File: src/rtl/decoder_scan_sequencer.sv
// Scan sequencer for the 3-to-8 active-low decoder: steps a_o through 0..last_sel
// with a programmable dwell, optional blanking gap, free-run or single-step.
module decoder_scan_sequencer #(
  parameter int unsigned DIV_W     = 16,
  parameter int unsigned BLANK_CYC = 1
) (
  input  logic             clk,
  input  logic             rst_n,
  input  logic             start,
  input  logic             stop,
  input  logic             step,
  input  logic [DIV_W-1:0] div,
  input  logic [2:0]       last_sel,
  output logic [2:0]       a_o,
  output logic [2:0]       e_o,
  output logic             busy,
  output logic             wrap
);

  localparam int unsigned BLANK_W = (BLANK_CYC > 1) ? $clog2(BLANK_CYC) : 1;
  localparam logic [2:0]  E_ON    = 3'b100;
  localparam logic [2:0]  E_OFF   = 3'b000;

  typedef enum logic [1:0] {IDLE, DWELL, BLANK} state_t;

  state_t             state, state_nxt;
  logic [DIV_W-1:0]   cnt, cnt_nxt;
  logic [BLANK_W-1:0] bcnt, bcnt_nxt;
  logic               step_mode, step_mode_nxt;
  logic [2:0]         a_nxt, e_nxt;
  logic               busy_nxt, wrap_nxt;
  logic [2:0]         a_adv;
  logic               adv_wrap;
  logic [DIV_W-1:0]   dwell_ld;

  // Next address (>= so a lowered last_sel forces a wrap) and dwell reload (div=0 acts as 1)
  assign adv_wrap = (a_o >= last_sel);
  assign a_adv    = adv_wrap ? 3'd0 : a_o + 3'd1;
  assign dwell_ld = (div == '0) ? '0 : div - DIV_W'(1);

  always_ff @(posedge clk or negedge rst_n) begin
    if (!rst_n) begin
      state     <= IDLE;
      cnt       <= '0;
      bcnt      <= '0;
      step_mode <= 1'b0;
      a_o       <= 3'd0;
      e_o       <= E_OFF;
      busy      <= 1'b0;
      wrap      <= 1'b0;
    end else begin
      state     <= state_nxt;
      cnt       <= cnt_nxt;
      bcnt      <= bcnt_nxt;
      step_mode <= step_mode_nxt;
      a_o       <= a_nxt;
      e_o       <= e_nxt;
      busy      <= busy_nxt;
      wrap      <= wrap_nxt;
    end
  end

  always_comb begin
    state_nxt     = state;
    cnt_nxt       = cnt;
    bcnt_nxt      = bcnt;
    step_mode_nxt = step_mode;
    a_nxt         = a_o;
    e_nxt         = e_o;
    wrap_nxt      = 1'b0;

    case (state)
      IDLE: begin
        e_nxt = E_OFF;
        if (stop) begin
          state_nxt = IDLE;
        end else if (start) begin
          state_nxt     = DWELL;
          a_nxt         = 3'd0;
          e_nxt         = E_ON;
          cnt_nxt       = dwell_ld;
          step_mode_nxt = 1'b0;
        end else if (step) begin
          state_nxt     = DWELL;
          a_nxt         = a_adv;
          wrap_nxt      = adv_wrap;
          e_nxt         = E_ON;
          cnt_nxt       = dwell_ld;
          step_mode_nxt = 1'b1;
        end
      end

      DWELL: begin
        if (stop) begin
          state_nxt     = IDLE;
          e_nxt         = E_OFF;
          step_mode_nxt = 1'b0;
        end else if (cnt != '0) begin
          cnt_nxt = cnt - DIV_W'(1);
        end else if (BLANK_CYC != 0) begin
          state_nxt = BLANK;
          e_nxt     = E_OFF;
          bcnt_nxt  = BLANK_W'(BLANK_CYC - 1);
        end else if (step_mode) begin
          state_nxt     = IDLE;
          e_nxt         = E_OFF;
          step_mode_nxt = 1'b0;
        end else begin
          // gapless free-run: stay in DWELL on the next address
          a_nxt    = a_adv;
          wrap_nxt = adv_wrap;
          cnt_nxt  = dwell_ld;
        end
      end

      BLANK: begin
        if (stop) begin
          state_nxt     = IDLE;
          e_nxt         = E_OFF;
          step_mode_nxt = 1'b0;
        end else if (bcnt != '0) begin
          bcnt_nxt = bcnt - BLANK_W'(1);
        end else if (step_mode) begin
          state_nxt     = IDLE;
          e_nxt         = E_OFF;
          step_mode_nxt = 1'b0;
        end else begin
          state_nxt = DWELL;
          a_nxt     = a_adv;
          wrap_nxt  = adv_wrap;
          e_nxt     = E_ON;
          cnt_nxt   = dwell_ld;
        end
      end

      default: begin
        state_nxt     = IDLE;
        e_nxt         = E_OFF;
        step_mode_nxt = 1'b0;
      end
    endcase

    busy_nxt = (state_nxt != IDLE);
  end

endmodule
File: config.mk
export PLATFORM = sky130hd
export DESIGN_NAME = decoder_scan_sequencer
export DESIGN_NICKNAME = d
export VERILOG_FILES = /design/src/rtl/decoder_scan_sequencer.sv
export SDC_FILE = /design/constraint.sdc
export NUM_CORES = 1
export LEC_CHECK = 0
export ABC_AREA = 1
export CAP_MARGIN = 20
export CORE_AREA = 2 2 96 70
export DETAILED_ROUTE_END_ITERATION = 8
export DIE_AREA = 0 0 98 72
export SYNTH_ARGS = -nofsm -noshare
export SYNTH_HDL_FRONTEND = slang
export SYNTH_SLANG_ARGS = --single-unit
File: constraint.sdc
create_clock -name clk -period 1.7 [get_ports clk]
set_input_delay 0.255 -clock clk [delete_from_list [all_inputs] [get_ports clk]]
set_output_delay 0.255 -clock clk [all_outputs]
set_load 0.02 [all_outputs]
-- After elaboration in Yosys (flattened, before gate mapping)
Index checks and enable logic that the tools add are counted.
- register bits after elaboration: 28
- input bits: 24
- logic and storage cells: 93
- output and inout bits: 8
- equal/unequal tests: 13
- reductions and logical operators: 12
- multiplexer cells: 55
- magnitude comparators: 1
- $add $sub $neg: 4
- operators by type and width (operator ; number):
    2-to-1 mux 16 bit ; 9
    one-hot mux 16 bit (3 select lines) ; 1
    2-to-1 mux 3 bit ; 15
    subtractor 16 x 1 -> 16 bit, second input constant ; 2
    2-to-1 mux 1 bit ; 17
    logical NOT 16 bit ; 1
    != test 2 bit, second input constant ; 8
    nonzero test 16 bit ; 1
    2-to-1 mux 2 bit ; 7
    != test 3 bit, second input constant ; 3
    one-hot mux 3 bit (3 select lines) ; 1
    AND reduction 4 bit ; 2
    AND reduction 8 bit ; 1
    one-hot mux 2 bit (3 select lines) ; 1
    one-hot mux 3 bit (2 select lines) ; 1
    AND reduction 6 bit ; 1
    nonzero test 2 bit ; 3
    one-hot mux 1 bit (2 select lines) ; 2
    adder 3 x 1 -> 3 bit, second input constant ; 1
    >= comparator 3 bit ; 1
    one-hot mux 1 bit (3 select lines) ; 1
    nonzero test 3 bit ; 1
    equality test 2 x 1 -> 1 bit, second input constant ; 1
    equality test 2 bit, second input constant ; 1
    3 further kinds ; 3

-- Depth between registers and ports, before layout
- depth after elaboration: 6
- mapped depth: 12
- mapped depth without buffers: 12

-- Least setup slack after synthesis
OpenSTA, ideal clock, no wires.
- kind: register to register
- start point: reg cnt[0]
- end point: reg cnt[5]
- stages on the path, launching flop included: 11
- required time: 1583 ps
- slack: 168 ps
- arrival time: 1415 ps
- path buffers: 1
- period minus slack after synthesis: 1532 ps
- library setup time: 117 ps
- cell sequence: dfrtp_1 > inv_1 > ha_1 > nand3_2 > nor2_2 > nand3b_1 > nand3_2 > nand2_4 > buf_4 > nand2_1 > nand2_1
- word-level cells in the longest chain between the ends: 4
- elaborated cells between the ends (all ways): 7
- classes of those cells: add/sub (1); eq/ne (1); mux (3); reduce/logical (2)
- RTL lines (element ; RTL line ; RTL):
    start, declared ; 27 ; logic [DIV_W-1:0] cnt, cnt_nxt;
    start signal, assigned ; 53 ; cnt <= cnt_nxt;
    subtractor 16 x 1 -> 16 bit ; 99 ; cnt_nxt = cnt - DIV_W'(1);
    2-to-1 mux 16 bit ; 98 ; end else if (cnt != '0) begin
    2-to-1 mux 16 bit ; 94 ; if (stop) begin
    one-hot mux 16 bit (3 select lines) ; 72 ; case (state)
Parallel ways exist; a longest one is shown, timed or not. The select of a mux whose other input is x is not followed.
A chain may end at the register's enable or synchronous reset.

-- Final worst setup path
- start point: reg cnt[0]
- end point: reg cnt[13]
Same word-level chain as after synthesis.

==> impl_metrics.tcl <==
set metrics [dict create \
    hold_path_class "input pin to asynchronous set/reset pin" \
    initial_utilization_pct 34.15 \
    fin_util_pct 46.37 \
    seq_area_frac_synth_pct 30.05 \
    p_sw_share_pct 44.02 \
    crit_fanout 11 \
    nFillCells 641 \
    required_ns 1.86 \
    synth-seq-cells 25 \
    synth.avg_cell_area_um2 6.070 \
    gr-usage-all-layers_pct 16.53 \
    async_flop_share_pct 100.0 \
    cts_max_level 1 \
    irDropWorstVdd_v 0.0004349 \
    wl_um 5553 \
    antennaDiodeCount 0 \
    hold_slack_ns 0.3406 \
    status "finished clean" \
    worst_clock_skew_ns 0.007968 \
    rows 24 \
    yosysWarnings 0 \
    grt_overflow 0 \
    grt_pass1_wl_um 9611 \
    portBuffers 29 \
    vias 2244 \
    drt-wirelength-per-cell_um 11.45 \
    synth_cells 343 \
    area_growth_pct 35.76 \
    core_um2 6096 \
    clock_latency_ns 0.27 \
    synth_edf_count 0 \
    totalPowerFinal_mw 2.709 \
    ys.flop_type "dfrtp_1" \
    slew_violations 0 \
    arrival_ns 1.76 \
    syn_area_um2 2082 \
    fin_tns_setup_ns 0 \
    grt_max_degree 26 \
    total_leakage_power_nw 1.448 \
    end_kind "flip-flop" \
    synthDistinctLibCells 30 \
    cts_tree "done" \
    viasPerCell 4.627 \
    combPwrFrac_pct 51.8 \
    cts.sinks 25 \
    root_buffer "clkbuf_8" \
    pin_count 32 \
    drtIter0Drc 132 \
    die_w_um 98 \
    p_clk_share_pct 13.6 \
    p_switching_mw 1.192 \
    drive_gt1_share_pct 15.23 \
    p_seq_share_pct 34.6 \
    cts_buffers 3 \
    cellInternalPower_mw 1.516 \
    hold_viol_final 0 \
    die_area_um2 7056 \
    clk_pin_slew_ns 0.10 \
    dp_hpwl_um 4352 \
    first_pass_iters 4 \
    layout_min_cycle_time_ns 1.595 \
    p_per_area_nw_per_um2 958.3 \
    die_h_um 72 \
    timing.fmax_mhz 627.1 \
    drc 0 \
    final.period_utilization_pct 93.81 \
    finalSetupViolCount 0 \
    clock_path_buffers 2 \
    r2r_slack_ns 0.11 \
    antenna_found_initial 0 \
    cts-hold-fix-buffers 0 \
    criticalPathCategory "flip-flop to flip-flop" \
    stdcell_count 485 \
    placed_cells 481 \
    grt_pass1_vias 2132 \
    cp-start-kind "flip-flop" \
    ant_nets 0 \
    fin_nets 439 \
    gp_congestion 0.9176 \
    max-cap-violations 0 \
]
## routing by layer
metal  share of wire (%)  routed length (µm)  track usage [%]
met1                  55                3045            25.84
met2                  41                2253            24.73
met3                 3.7                 206            2.312
met4                0.86                  48            2.315
met5                   0                   0                0
## critical path, cell delays in order, from the launching register on
cell and delay [ns]:
dfrtp_1 0.41, inv_2 0.10, ha_4 0.16, nand3_4 0.12
nor2_2 0.14, nand3b_1 0.10, nand3_2 0.09, nand2_4 0.09
buf_12 0.15, nand2_1 0.06, nand2_1 0.06
## logic make-up (layout without fill, tap and decap cells)
| kind of cell | Yosys count | count (layout) | synth area share [%] |
|---|---|---|---|
| AND/OR/NAND/NOR | 222 | 222 | 44.47 |
| buffers and inverters | 49 | 112 | 10.04 |
| AO/OA/AOI/OAI | 33 | 33 | 8.534 |
| flip-flops | 25 | 25 | 30.05 |
| adder cells (fa/ha/maj) | 7 | 7 | 4.207 |
| XOR/XNOR | 6 | 6 | 2.524 |
| other | 1 | 2 | 0.1801 |
## stage by stage
step                      setup slack (ns)  cell area [µm²]
after floorplan                     0.1680             2086
after global placement             -0.1511             2726
after detailed placement           -0.1765             2726
after CTS                        0.0007074             2775
after global routing             -0.009654             2826
final                               0.1053             2826
## synthesized netlist by cell type, types with 3 or more instances
library cell,n,area share [%]
a21oi_1,9,2.2
buf_4,3,1.1
dfrtp_1,25,30
ha_1,7,4.2
inv_1,42,7.6
nand2_1,128,23
nand3_1,29,7.0
nand4_1,4,1.2
nor2_1,49,8.8
nor2_2,3,0.90
o21ai_0,18,4.3
xor2_1,4,1.7
## layout make-up
type                    instances  area (µm²)  share of cell area [%]
clock buffers                   3       41.29                   1.461
clock inverters                 1       7.507                  0.2656
inverters                      43       166.4                   5.888
multi-input cells             270        1303                   46.08
flip-flops and latches         25       625.6                   22.13
well taps                      78       97.59                   3.453
repair buffers                 65       585.6                   20.72
## cells in the final DEF, fill, tap and decap left out, types with 3 or more instances in the layout
cell	count
xor2_1	4
ha_1	5
inv_2	3
o21ai_0	17
inv_1	39
nand3_1	28
clkbuf_8	3
clkdlybuf4s50_1	29
dfrtp_1	25
nor2_1	45
a21oi_1	9
nand2_1	126
buf_4	34
nor2_2	7
nand4_1	4
## what timing repair did
action | CTS | global route
resized for setup | 0 | 17
setup endpoints to repair | 0 | 19
buffers inserted | 0 | 0
## flip-flops by register name (all words and copies together), names as in the netlist
register and cells:
e_o 1, a_o 3, state 2, wrap 1, cnt 16, busy 1
step_mode 1
## final timing paths
kind	depth (start not counted)	from	to
min in group clk	2	cnt[3]$_DFFE_PN0P_	cnt[3]$_DFFE_PN0P_
hold / removal	2	rst_n	cnt[11]$_DFFE_PN0P_
max in group asynchronous	2	rst_n	cnt[7]$_DFFE_PN0P_
hold reg to reg	2	cnt[3]$_DFFE_PN0P_	cnt[3]$_DFFE_PN0P_
setup / recovery	10	cnt[0]$_DFFE_PN0P_	cnt[13]$_DFFE_PN0P_
setup reg to reg	10	cnt[0]$_DFFE_PN0P_	cnt[13]$_DFFE_PN0P_
## power by group through the flow
stage               registers, mW  logic (mW)  clock network [mW]
floorplan                   0.944       0.823                   0
global placement            0.943        1.29                   0
detailed placement          0.945        1.31                   0
CTS                         0.933        1.32               0.396
global route                0.970        1.60               0.423
finish                      0.937        1.40               0.368
Power figures use the tool's default switching activity.
